`src/rtl/seq_det_ctrl_if.sv`:
```
// Host-side bus of the programmable serial pattern detector: config handshake, run control, sample stream, status.
// With SEQ_DET_CTRL_TIMEOUT_EN defined the bus also carries the timeout pulse.
interface seq_det_ctrl_if #(
    parameter int unsigned MAX_LEN = 8,
    parameter int unsigned CNT_W   = 8
) ();
    localparam int unsigned LEN_W = $clog2(MAX_LEN + 1);

    logic               cfg_valid;
    logic               cfg_ready;
    logic [MAX_LEN-1:0] cfg_pattern;
    logic [LEN_W-1:0]   cfg_len;
    logic               cfg_overlap;
    logic [CNT_W-1:0]   cfg_target;
    logic               start;
    logic               abort;
    logic               in_valid;
    logic               in;
    logic               match;
    logic [CNT_W-1:0]   match_cnt;
    logic               busy;
    logic               done;
`ifdef SEQ_DET_CTRL_TIMEOUT_EN
    logic               timeout;
`endif

    modport master (
        output cfg_valid, cfg_pattern, cfg_len, cfg_overlap, cfg_target,
        output start, abort, in_valid, in,
        input  cfg_ready, match, match_cnt, busy, done
`ifdef SEQ_DET_CTRL_TIMEOUT_EN
        , input timeout
`endif
    );

    modport slave (
        input  cfg_valid, cfg_pattern, cfg_len, cfg_overlap, cfg_target,
        input  start, abort, in_valid, in,
        output cfg_ready, match, match_cnt, busy, done
`ifdef SEQ_DET_CTRL_TIMEOUT_EN
        , output timeout
`endif
    );
endinterface

```
`src/rtl/seq_det_ctrl.sv`:
```
// Configurable serial bit-pattern detector with run scheduling (IDLE/RUN/DONE) and saturating match counter.
// Optional idle-input timeout enabled by defining SEQ_DET_CTRL_TIMEOUT_EN.
module seq_det_ctrl #(
    parameter int unsigned MAX_LEN = 8,
    parameter int unsigned CNT_W   = 8
`ifdef SEQ_DET_CTRL_TIMEOUT_EN
    , parameter int unsigned TIMEOUT = 16
`endif
) (
    input  logic          clk,
    input  logic          reset,
    seq_det_ctrl_if.slave bus
);
    localparam int unsigned LEN_W = $clog2(MAX_LEN + 1);

    typedef enum logic [1:0] {
        S_IDLE = 2'd0,
        S_RUN  = 2'd1,
        S_DONE = 2'd2
    } state_t;

    state_t state, state_nxt;

    logic [MAX_LEN-1:0] pat_q;
    logic [LEN_W-1:0]   len_q;
    logic               ovl_q;
    logic [CNT_W-1:0]   tgt_q;

    logic [MAX_LEN-1:0] hist_q;
    logic [LEN_W-1:0]   fill_q;
    logic [CNT_W-1:0]   cnt_q;
    logic               match_q;
    logic               done_q;

    logic               cfg_fire;
    logic               run_start;
    logic               sample;
    logic               hit;
    logic               tgt_hit;
    logic [LEN_W-1:0]   len_clamp;
    logic [LEN_W-1:0]   fill_inc;
    logic [MAX_LEN-1:0] hist_nxt;
    logic [MAX_LEN-1:0] len_mask;
    logic [CNT_W-1:0]   cnt_inc;

    assign cfg_fire  = bus.cfg_valid & (state != S_RUN);
    assign run_start = bus.start & (state != S_RUN);
    assign sample    = (state == S_RUN) & bus.in_valid & ~bus.abort;
    assign hist_nxt  = {hist_q[MAX_LEN-2:0], bus.in};
    assign fill_inc  = (fill_q >= len_q) ? len_q : fill_q + LEN_W'(1);
    assign cnt_inc   = (&cnt_q) ? cnt_q : cnt_q + CNT_W'(1);
    assign hit       = sample & (fill_inc == len_q) & (((hist_nxt ^ pat_q) & len_mask) == '0);
    assign tgt_hit   = (tgt_q != '0) & (cnt_inc == tgt_q);

    // Lengths outside 1..MAX_LEN are folded into range at latch time.
    always_comb begin
        len_clamp = bus.cfg_len;
        if (bus.cfg_len == '0) begin
            len_clamp = LEN_W'(1);
        end else if (bus.cfg_len > LEN_W'(MAX_LEN)) begin
            len_clamp = LEN_W'(MAX_LEN);
        end
    end

    // Selects the low len_q history bits that take part in the compare.
    always_comb begin
        len_mask = '0;
        for (int i = 0; i < int'(MAX_LEN); i++) begin
            len_mask[i] = (i < int'(len_q));
        end
    end

`ifdef SEQ_DET_CTRL_TIMEOUT_EN
    localparam int unsigned TO_W = $clog2(TIMEOUT + 1);

    logic [TO_W-1:0] idle_q;
    logic            to_hit;
    logic            timeout_q;

    assign to_hit = (state == S_RUN) & ~bus.abort & ~bus.in_valid
                  & (idle_q + TO_W'(1) == TO_W'(TIMEOUT));

    // Consecutive no-sample cycles while running.
    always_ff @(posedge clk or negedge reset) begin
        if (!reset) begin
            idle_q    <= '0;
            timeout_q <= 1'b0;
        end else begin
            timeout_q <= to_hit;
            if (run_start || bus.in_valid || to_hit) begin
                idle_q <= '0;
            end else if (state == S_RUN) begin
                idle_q <= idle_q + TO_W'(1);
            end
        end
    end

    assign bus.timeout = timeout_q;
`endif

    always_ff @(posedge clk or negedge reset) begin
        if (!reset) begin
            state <= S_IDLE;
        end else begin
            state <= state_nxt;
        end
    end

    always_comb begin
        state_nxt = state;
        case (state)
            S_IDLE, S_DONE: begin
                if (bus.start) begin
                    state_nxt = S_RUN;
                end
            end
            S_RUN: begin
                if (bus.abort) begin
                    state_nxt = S_IDLE;
                end else if (hit && tgt_hit) begin
                    state_nxt = S_DONE;
                end
`ifdef SEQ_DET_CTRL_TIMEOUT_EN
                else if (to_hit) begin
                    state_nxt = S_IDLE;
                end
`endif
            end
            default: state_nxt = S_IDLE;
        endcase
    end

    always_comb begin
        bus.busy      = 1'b0;
        bus.cfg_ready = 1'b1;
        if (state == S_RUN) begin
            bus.busy      = 1'b1;
            bus.cfg_ready = 1'b0;
        end
    end

    // Configuration registers; a config offered with start is used by that run.
    always_ff @(posedge clk or negedge reset) begin
        if (!reset) begin
            pat_q <= '0;
            len_q <= LEN_W'(1);
            ovl_q <= 1'b0;
            tgt_q <= '0;
        end else if (cfg_fire) begin
            pat_q <= bus.cfg_pattern;
            len_q <= len_clamp;
            ovl_q <= bus.cfg_overlap;
            tgt_q <= bus.cfg_target;
        end
    end

    // History, fill level and match accounting; non-overlap restarts the fill after a hit.
    always_ff @(posedge clk or negedge reset) begin
        if (!reset) begin
            hist_q  <= '0;
            fill_q  <= '0;
            cnt_q   <= '0;
            match_q <= 1'b0;
            done_q  <= 1'b0;
        end else begin
            match_q <= hit;
            done_q  <= hit & tgt_hit;
            if (run_start) begin
                hist_q <= '0;
                fill_q <= '0;
                cnt_q  <= '0;
            end else if (sample) begin
                hist_q <= hist_nxt;
                fill_q <= (hit && !ovl_q) ? '0 : fill_inc;
                if (hit) begin
                    cnt_q <= cnt_inc;
                end
            end
        end
    end

    assign bus.match     = match_q;
    assign bus.done      = done_q;
    assign bus.match_cnt = cnt_q;

endmodule

```
`src/flat_wrapper.sv`:
```
// flat-port wrapper written by rule: the top's interface ports become plain ports
module seq_det_ctrl_flat 
#(
    parameter int unsigned MAX_LEN = 8,
    parameter int unsigned CNT_W   = 8

)
  (clk, reset, bus_cfg_valid, bus_cfg_pattern, bus_cfg_len, bus_cfg_overlap, bus_cfg_target, bus_start, bus_abort, bus_in_valid, bus_in, bus_cfg_ready, bus_match, bus_match_cnt, bus_busy, bus_done);
  seq_det_ctrl_if #(.MAX_LEN(MAX_LEN), .CNT_W(CNT_W)) bus_i ();
  input  logic clk;
  input  logic reset;
  input wire logic [$bits(bus_i.cfg_valid)-1:0] bus_cfg_valid;
  input wire logic [$bits(bus_i.cfg_pattern)-1:0] bus_cfg_pattern;
  input wire logic [$bits(bus_i.cfg_len)-1:0] bus_cfg_len;
  input wire logic [$bits(bus_i.cfg_overlap)-1:0] bus_cfg_overlap;
  input wire logic [$bits(bus_i.cfg_target)-1:0] bus_cfg_target;
  input wire logic [$bits(bus_i.start)-1:0] bus_start;
  input wire logic [$bits(bus_i.abort)-1:0] bus_abort;
  input wire logic [$bits(bus_i.in_valid)-1:0] bus_in_valid;
  input wire logic [$bits(bus_i.in)-1:0] bus_in;
  output wire logic [$bits(bus_i.cfg_ready)-1:0] bus_cfg_ready;
  output wire logic [$bits(bus_i.match)-1:0] bus_match;
  output wire logic [$bits(bus_i.match_cnt)-1:0] bus_match_cnt;
  output wire logic [$bits(bus_i.busy)-1:0] bus_busy;
  output wire logic [$bits(bus_i.done)-1:0] bus_done;
  assign bus_i.cfg_valid = bus_cfg_valid;
  assign bus_i.cfg_pattern = bus_cfg_pattern;
  assign bus_i.cfg_len = bus_cfg_len;
  assign bus_i.cfg_overlap = bus_cfg_overlap;
  assign bus_i.cfg_target = bus_cfg_target;
  assign bus_i.start = bus_start;
  assign bus_i.abort = bus_abort;
  assign bus_i.in_valid = bus_in_valid;
  assign bus_i.in = bus_in;
  assign bus_cfg_ready = bus_i.cfg_ready;
  assign bus_match = bus_i.match;
  assign bus_match_cnt = bus_i.match_cnt;
  assign bus_busy = bus_i.busy;
  assign bus_done = bus_i.done;
  seq_det_ctrl #(.MAX_LEN(MAX_LEN), .CNT_W(CNT_W)) u_core (.clk(clk), .reset(reset), .bus(bus_i));
endmodule
```
`config.mk`:
```
export PLATFORM = sky130hd
export DESIGN_NAME = seq_det_ctrl_flat
export DESIGN_NICKNAME = d
export VERILOG_FILES = /design/src/rtl/seq_det_ctrl_if.sv /design/src/rtl/seq_det_ctrl.sv /design/src/flat_wrapper.sv
export SDC_FILE = /design/constraint.sdc
export NUM_CORES = 1
export LEC_CHECK = 0
export CAP_MARGIN = 5
export CORE_ASPECT_RATIO = 2
export CORE_MARGIN = 2
export CORE_UTILIZATION = 49
export DETAILED_ROUTE_END_ITERATION = 6
export GPL_TIMING_DRIVEN = 0
export PLACE_DENSITY = 0.78
export SLEW_MARGIN = 20
export SYNTH_ARGS = -nofsm -noshare
export SYNTH_HDL_FRONTEND = slang
export SYNTH_SLANG_ARGS = --single-unit
```
`constraint.sdc`:
```
create_clock -name clk -period 2.2 [get_ports clk]
set_input_delay 0.33 -clock clk [delete_from_list [all_inputs] [get_ports clk]]
set_output_delay 0.33 -clock clk [all_outputs]
set_load 0.01 [all_outputs]
```
* Word level (Yosys, flattened, before mapping)
Index checks and enable logic that the tools add are counted.
** Word-level totals
- Input bits :: 28
- Flip-flop bits (word level) :: 44
- Output and inout bits :: 12
- Logic and storage cells :: 71
** Cells by class
- Bitwise gates (word level) :: 11
- $lt $le $gt $ge :: 10
- Eq/ne operators :: 7
- Muxes and demuxes :: 18
- Reduce and logical (&&, ||, !) cells :: 13
- Add/sub/neg operators :: 2
** Operators by type and width (count)
- 2-to-1 mux 8 bit :: 4
- 2-to-1 mux 4 bit :: 6
- < comparator 3 x 4 -> 1 bit, first input constant :: 4
- 2-to-1 mux 7 bit :: 2
- adder 8 x 1 -> 8 bit, second input constant :: 1
- bitwise AND 1 bit :: 8
- bitwise AND 8 bit :: 1
- == test 8 bit :: 1
- logical NOT 8 bit :: 1
- < comparator 1 x 4 -> 1 bit, first input constant :: 2
- < comparator 2 x 4 -> 1 bit, first input constant :: 2
- AND reduction 8 bit :: 1
- nonzero test 8 bit :: 1
- XOR 8 bit :: 1
- 2-to-1 mux 2 bit :: 3
- adder 4 x 1 -> 4 bit, second input constant :: 1
- == test 4 bit :: 1
- >= comparator 4 bit :: 1
- greater-than comparator 4 bit, second input constant :: 1
- logical NOT 4 bit :: 1
- one-hot mux 2 bit (2 select lines) :: 1
- AND reduction 2 bit :: 2
- nonzero test 2 bit :: 2
- != test 3 x 2 -> 1 bit, second input constant :: 1
- other kinds (10) :: 12

* Depth between registers and ports, before layout
- Word-level depth :: 9
- Mapped depth :: 9
- Depth with buffers taken out :: 9

* Worst setup path after synthesis
Ideal clock, no wire load.
- Path type :: register -> register
- From :: register u_core.len_q[0]
- To :: register u_core.fill_q[0]
- Data arrival time :: 2.202 ns
- Setup slack :: -0.098 ns
- Data required time :: 2.104 ns
- Buffers on the path :: 0
- Setup time :: 0.096 ns
- Cell stages (with the launch flop) :: 8
- Period minus slack after synthesis :: 2.298 ns
- Path through :: dfstp_2 > ha_1 > nand2b_1 > a21o_1 > a21o_1 > a221oi_1 > nor3_1 > o31ai_1
** On the way
- Longest elaborated chain between the ends :: 9
- Elaborated cells between the ends (all ways) :: 19
- Classes of those cells :: 9 x order compare; 1 x eq/ne; 4 x mux; 3 x bitwise; 2 x reduce/logical
** Ends and longest elaborated chain
- start, declared :: line seq_det_ctrl.sv:25 : logic [LEN_W-1:0] len_q;
- start signal, assigned :: line seq_det_ctrl.sv:151 : len_q <= len_clamp;
- >= comparator 4 bit :: line seq_det_ctrl.sv:50 : assign fill_inc = (fill_q >= len_q) ? len_q : fill_q + LEN_W'(1);
- 2-to-1 mux 4 bit :: line seq_det_ctrl.sv:50
- == test 4 bit :: line seq_det_ctrl.sv:52 : assign hit = sample & (fill_inc == len_q) & (((hist_nxt ^ pat_q) & len_mask) == '0);
- bitwise AND 1 bit (2 in series) :: line seq_det_ctrl.sv:52
- logical AND 1 bit :: line seq_det_ctrl.sv:174 : fill_q <= (hit && !ovl_q) ? '0 : fill_inc;
- 2-to-1 mux 4 bit (*) :: line seq_det_ctrl.sv:174
- 2-to-1 mux 4 bit (*) :: line seq_det_ctrl.sv:172 : end else if (sample) begin
- 2-to-1 mux 4 bit (*) :: line seq_det_ctrl.sv:168 : if (run_start) begin
- end signal, assigned :: line seq_det_ctrl.sv:174
- end, declared :: line seq_det_ctrl.sv:30 : logic [LEN_W-1:0] fill_q;
Mark *: on every way between the ends. The rest lies on a longest branch, timed or not. The select of a mux whose other input is x is not followed.
A chain may end at the register's enable or synchronous reset.

* Final worst setup path
- From :: register u_core.len_q[0]
- To :: register u_core.cnt_q[6], in the netlist u_core.bus.match_cnt[6]
** On the way
- Longest elaborated chain between the ends :: 7
- Elaborated cells between the ends (all ways) :: 17
- Classes of those cells :: 9 x order compare; 1 x eq/ne; 1 x mux; 3 x bitwise; 3 x reduce/logical
** Ends and longest elaborated chain
- >= comparator 4 bit :: line seq_det_ctrl.sv:50
- 2-to-1 mux 4 bit :: line seq_det_ctrl.sv:50
- == test 4 bit :: line seq_det_ctrl.sv:52
- bitwise AND 1 bit :: line seq_det_ctrl.sv:52
- bitwise AND 1 bit (*) :: line seq_det_ctrl.sv:52
- nonzero test 2 bit (no line) (*)
- AND reduction 2 bit (no line) (*)
- end signal, assigned :: line seq_det_ctrl.sv:176 : cnt_q <= cnt_inc;
- end, declared :: line seq_det_ctrl.sv:31 : logic [CNT_W-1:0] cnt_q;
Mark *: on every way between the ends. The rest lies on a longest branch, timed or not.

==> impl_metrics.json <==
{
  "achievable-frequency_mhz": 433,
  "cellLeakagePower_nw": 1.43,
  "ios": 40,
  "grt_pass1_wl_mm": 10.9,
  "setup_slack_ns": -0.109,
  "via_per_inst": 6.18,
  "crit-reg2reg-launch": "u_core.len_q[0]$_DFFE_PN1P_",
  "netlist_top_cells_count": "dfrtp_1 (43), nand2_1 (30), mux2_2 (20), o21ai_0 (15), xnor2_1 (13)",
  "power.share.switching_pct": 33.7,
  "place.detailed.instances": 357,
  "worst-slew-pin-transition_ns": 0.634,
  "gp_routability_congestion": 0.844,
  "asyncSetResetFlopFracSynth_pct": 100,
  "synth_cell_types": 53,
  "worst_ir_drop_vdd_mv": 0.784,
  "count_of_flip_flops_with_a_built_in_enable_after_synthesis": 0,
  "fin_nets": 353,
  "power.switching_mw": 0.945,
  "port_buffers": 39,
  "cts_tree": "yes",
  "drt_pass1_iterations": 4,
  "power-per-cell-area_nw_per_um2": 799,
  "final_worst_path_period_share_pct": 105,
  "postSynthCellCount": 259,
  "drive_gt1_share_pct": 28.1,
  "cts.sink_count": 44,
  "slew-limit-headroom_pct": 57.7,
  "end_kind": "flip-flop",
  "worst_ep_arrival_ns": 2.50,
  "finClkSkew_ns": 0.0154,
  "cts-buffers-inserted": 5,
  "wl_per_cell_um": 18.2,
  "hold_path_class": "input pin to asynchronous set/reset pin",
  "final_cell_count_no_fill": 378,
  "floorplan.die_area_um2": 5870,
  "drt_iter0_markers": 77,
  "crit_type": "flip-flop to flip-flop",
  "post-synth-top-area-fraction_pct": 41.9,
  "max-cap-violations": 0,
  "die-height_um": 106,
  "fin_crit_ns": 2.31,
  "number_of_antenna_repair_diodes": 0,
  "detailedPlacementHpwl_mm": 4.83,
  "multiInputGateArea_um2": 1580,
  "register_bit_count_reported_by_yosys": 44,
  "grt.overflow.total": 0,
  "pwr-share-comb_pct": 39.1,
  "syn_nets": 293,
  "rows": 37,
  "internal_power_mw": 1.86,
  "insertion_delay_ns": 0.32,
  "clock_tree.htree_level_count": 2,
  "synth.most_common_cell": "dfrtp_1",
  "route.antenna.remaining_nets": 0,
  "number_of_antenna_violations_at_the_first_check_in_global_routing": 0,
  "vias": 2337,
  "die_w_um": 55.2,
  "start_util_pct": 50.4,
  "grtUsageTotal_pct": 26.3,
  "nFillCells": 398,
  "grt_setup_unrepaired": "yes",
  "core_area_um2": 5090,
  "crit_path_start_kind": "flip-flop",
  "area.growth.synth_to_final_pct": 36.8,
  "clk_pin_slew_worst_paths_ns": 0.09,
  "post-synth-top-area-cell": "dfrtp_1",
  "totalWireLength_mm": 6.90,
  "yosys_most_used_dff": "dfrtp_1",
  "area.sequential_um2": 1110,
  "synthesis.area_um2": 2570,
  "cts.root.buffer_cell": "clkbuf_8",
  "final-setup-viol-count": 8,
  "cp.required_ns": 2.39,
  "clkPwrFrac_pct": 23.8,
  "power_frac_seq_pct": 37.2,
  "maximum_number_of_pins_on_one_net_before_global_route_repair": 27,
  "run_status": "finished, violations left",
  "worst-path-max-fanout": 4,
  "failed_checks": "negative setup slack",
  "netlist_top_cells_area": "dfrtp_1 (42%), mux2_2 (8.8%), xnor2_1 (4.4%)",
  "syn_avg_cell_area_um2": 9.91,
  "detailedPlace.worstSlack_ns": -0.332,
  "synth_sequential_area_ratio_pct": 43.0,
  "final_core_utilization_pct": 68.9,
  "timing.critical_path.from": "u_core.len_q[0]$_DFFE_PN1P_",
  "hold_violations": 0,
  "grt_pass1_vias": 2423,
  "drc_errors": 0,
  "yosysWarningCount": 0,
  "clock_tree.buffer_depth": 2,
  "maxSlewViolCount": 0
}
-- repair_timing --
action / CTS / global route
endpoints found under the setup margin: 16 / 16
gates resized for setup: 37 / 15
setup buffers: 9 / 6
hold endpoints to repair: 18 / 0
pin swaps: 18 / 9
hold buffers: 1 / 0
-- worst max-delay path: stages, from the launching register on --
cell	delay, ns
dfstp_2	0.61
ha_4	0.21
nand2b_4	0.13
a21o_1	0.16
a21o_4	0.23
a221o_1	0.39
buf_6	0.16
a31oi_1	0.23
a311oi_2	0.05
-- sequential cells by signal, indices dropped and copies added, names as in the netlist --
register,flops
u_core.bus.match,1
u_core.bus.match_cnt,8
u_core.hist_q,7
u_core.bus.done,1
u_core.fill_q,4
u_core.ovl_q,1
u_core.state,2
u_core.len_q,4
u_core.tgt_q,8
u_core.pat_q,8
-- through the flow --
step	cell area (µm²)	setup TNS (ns)	hold slack [ns]	power, mW
floorplan	2580	0	0.0344	1.57
global placement	3040	-19.17	0.489	1.77
detailed placement	3050	-2.93	0.296	1.80
CTS	3410	-0.527	0.496	2.69
global route	3510	-1.34	0.534	2.94
finish	3510	-0.498	0.495	2.80
-- worst paths after layout --
path                                                       end  slack [ns]  depth (start not counted)
setup / recovery           u_core.bus.match_cnt[6]$_DFFE_PN0P_       -0.11                          8
hold / removal                    u_core.hist_q[2]$_DFFE_PN0P_        0.49                          2
setup reg to reg           u_core.bus.match_cnt[6]$_DFFE_PN0P_       -0.11                          8
hold reg to reg                    u_core.pat_q[1]$_DFFE_PN0P_        0.53                          1
max in group asynchronous          u_core.len_q[0]$_DFFE_PN1P_        1.17                          3
min in group clk                   u_core.pat_q[1]$_DFFE_PN0P_        0.53                          1
-- per-layer routing --
metal | GRT usage [%] | part of all wire (%)
met1 | 24.5 | 31
met2 | 46.9 | 58
met3 | 4.63 | 3.6
met4 | 18.3 | 7.0
met5 | 0 | 0
-- cells in the final DEF (no fill, tap or decap), types with 3 or more instances in the layout --
| master | count |
|---|---|
| dfrtp_1 | 40 |
| clkdlybuf4s50_1 | 38 |
| nand2_1 | 29 |
| mux2_2 | 18 |
| o21ai_0 | 13 |
| buf_4 | 13 |
| xnor2_1 | 11 |
| xor2_1 | 9 |
| inv_1 | 8 |
| nand3_1 | 8 |
| mux2i_1 | 6 |
| nor2_1 | 6 |
| clkbuf_8 | 6 |
| clkbuf_1 | 5 |
| nand2b_1 | 4 |
| buf_6 | 4 |
| a21oi_1 | 4 |
| nor3_1 | 4 |
| clkbuf_2 | 4 |
| and4_1 | 4 |
| nor4_1 | 4 |
| ha_1 | 4 |
| a31oi_1 | 3 |
| and3_1 | 3 |
| o31ai_1 | 3 |
| o31ai_2 | 3 |
| dfrtp_2 | 3 |
-- power groups by stage --
stage,clock network (mW),logic [mW],registers [mW]
CTS,0.677,0.973,1.04
detailed placement,0,0.750,1.05
global route,0.717,1.17,1.05
global placement,0,0.727,1.05
floorplan,0,0.553,1.01
finish,0.666,1.10,1.04
-- cell families after synthesis --
| kind of cell | count (synthesis) | synth area share (%) |
|---|---|---|
| and+or+nand+nor | 87 | 18.4 |
| AOI/OAI and AO/OA | 50 | 13.0 |
| DFF | 44 | 43.0 |
| muxes | 26 | 11.1 |
| buffers and inverters | 24 | 4.05 |
| xor gates and xnor gates | 22 | 7.51 |
| adders and majority gates | 6 | 2.93 |
-- final cells by class --
cell class	count	area share, %
plain buffers	12	1.85
clock buffers	6	2.35
clock inverters	2	1.11
inverters	9	0.963
multi-input cells	191	44.9
flip-flops and latches	44	31.5
well taps	58	2.07
repair buffers	56	15.3
Note: power is estimated with default switching activity, not from simulation.
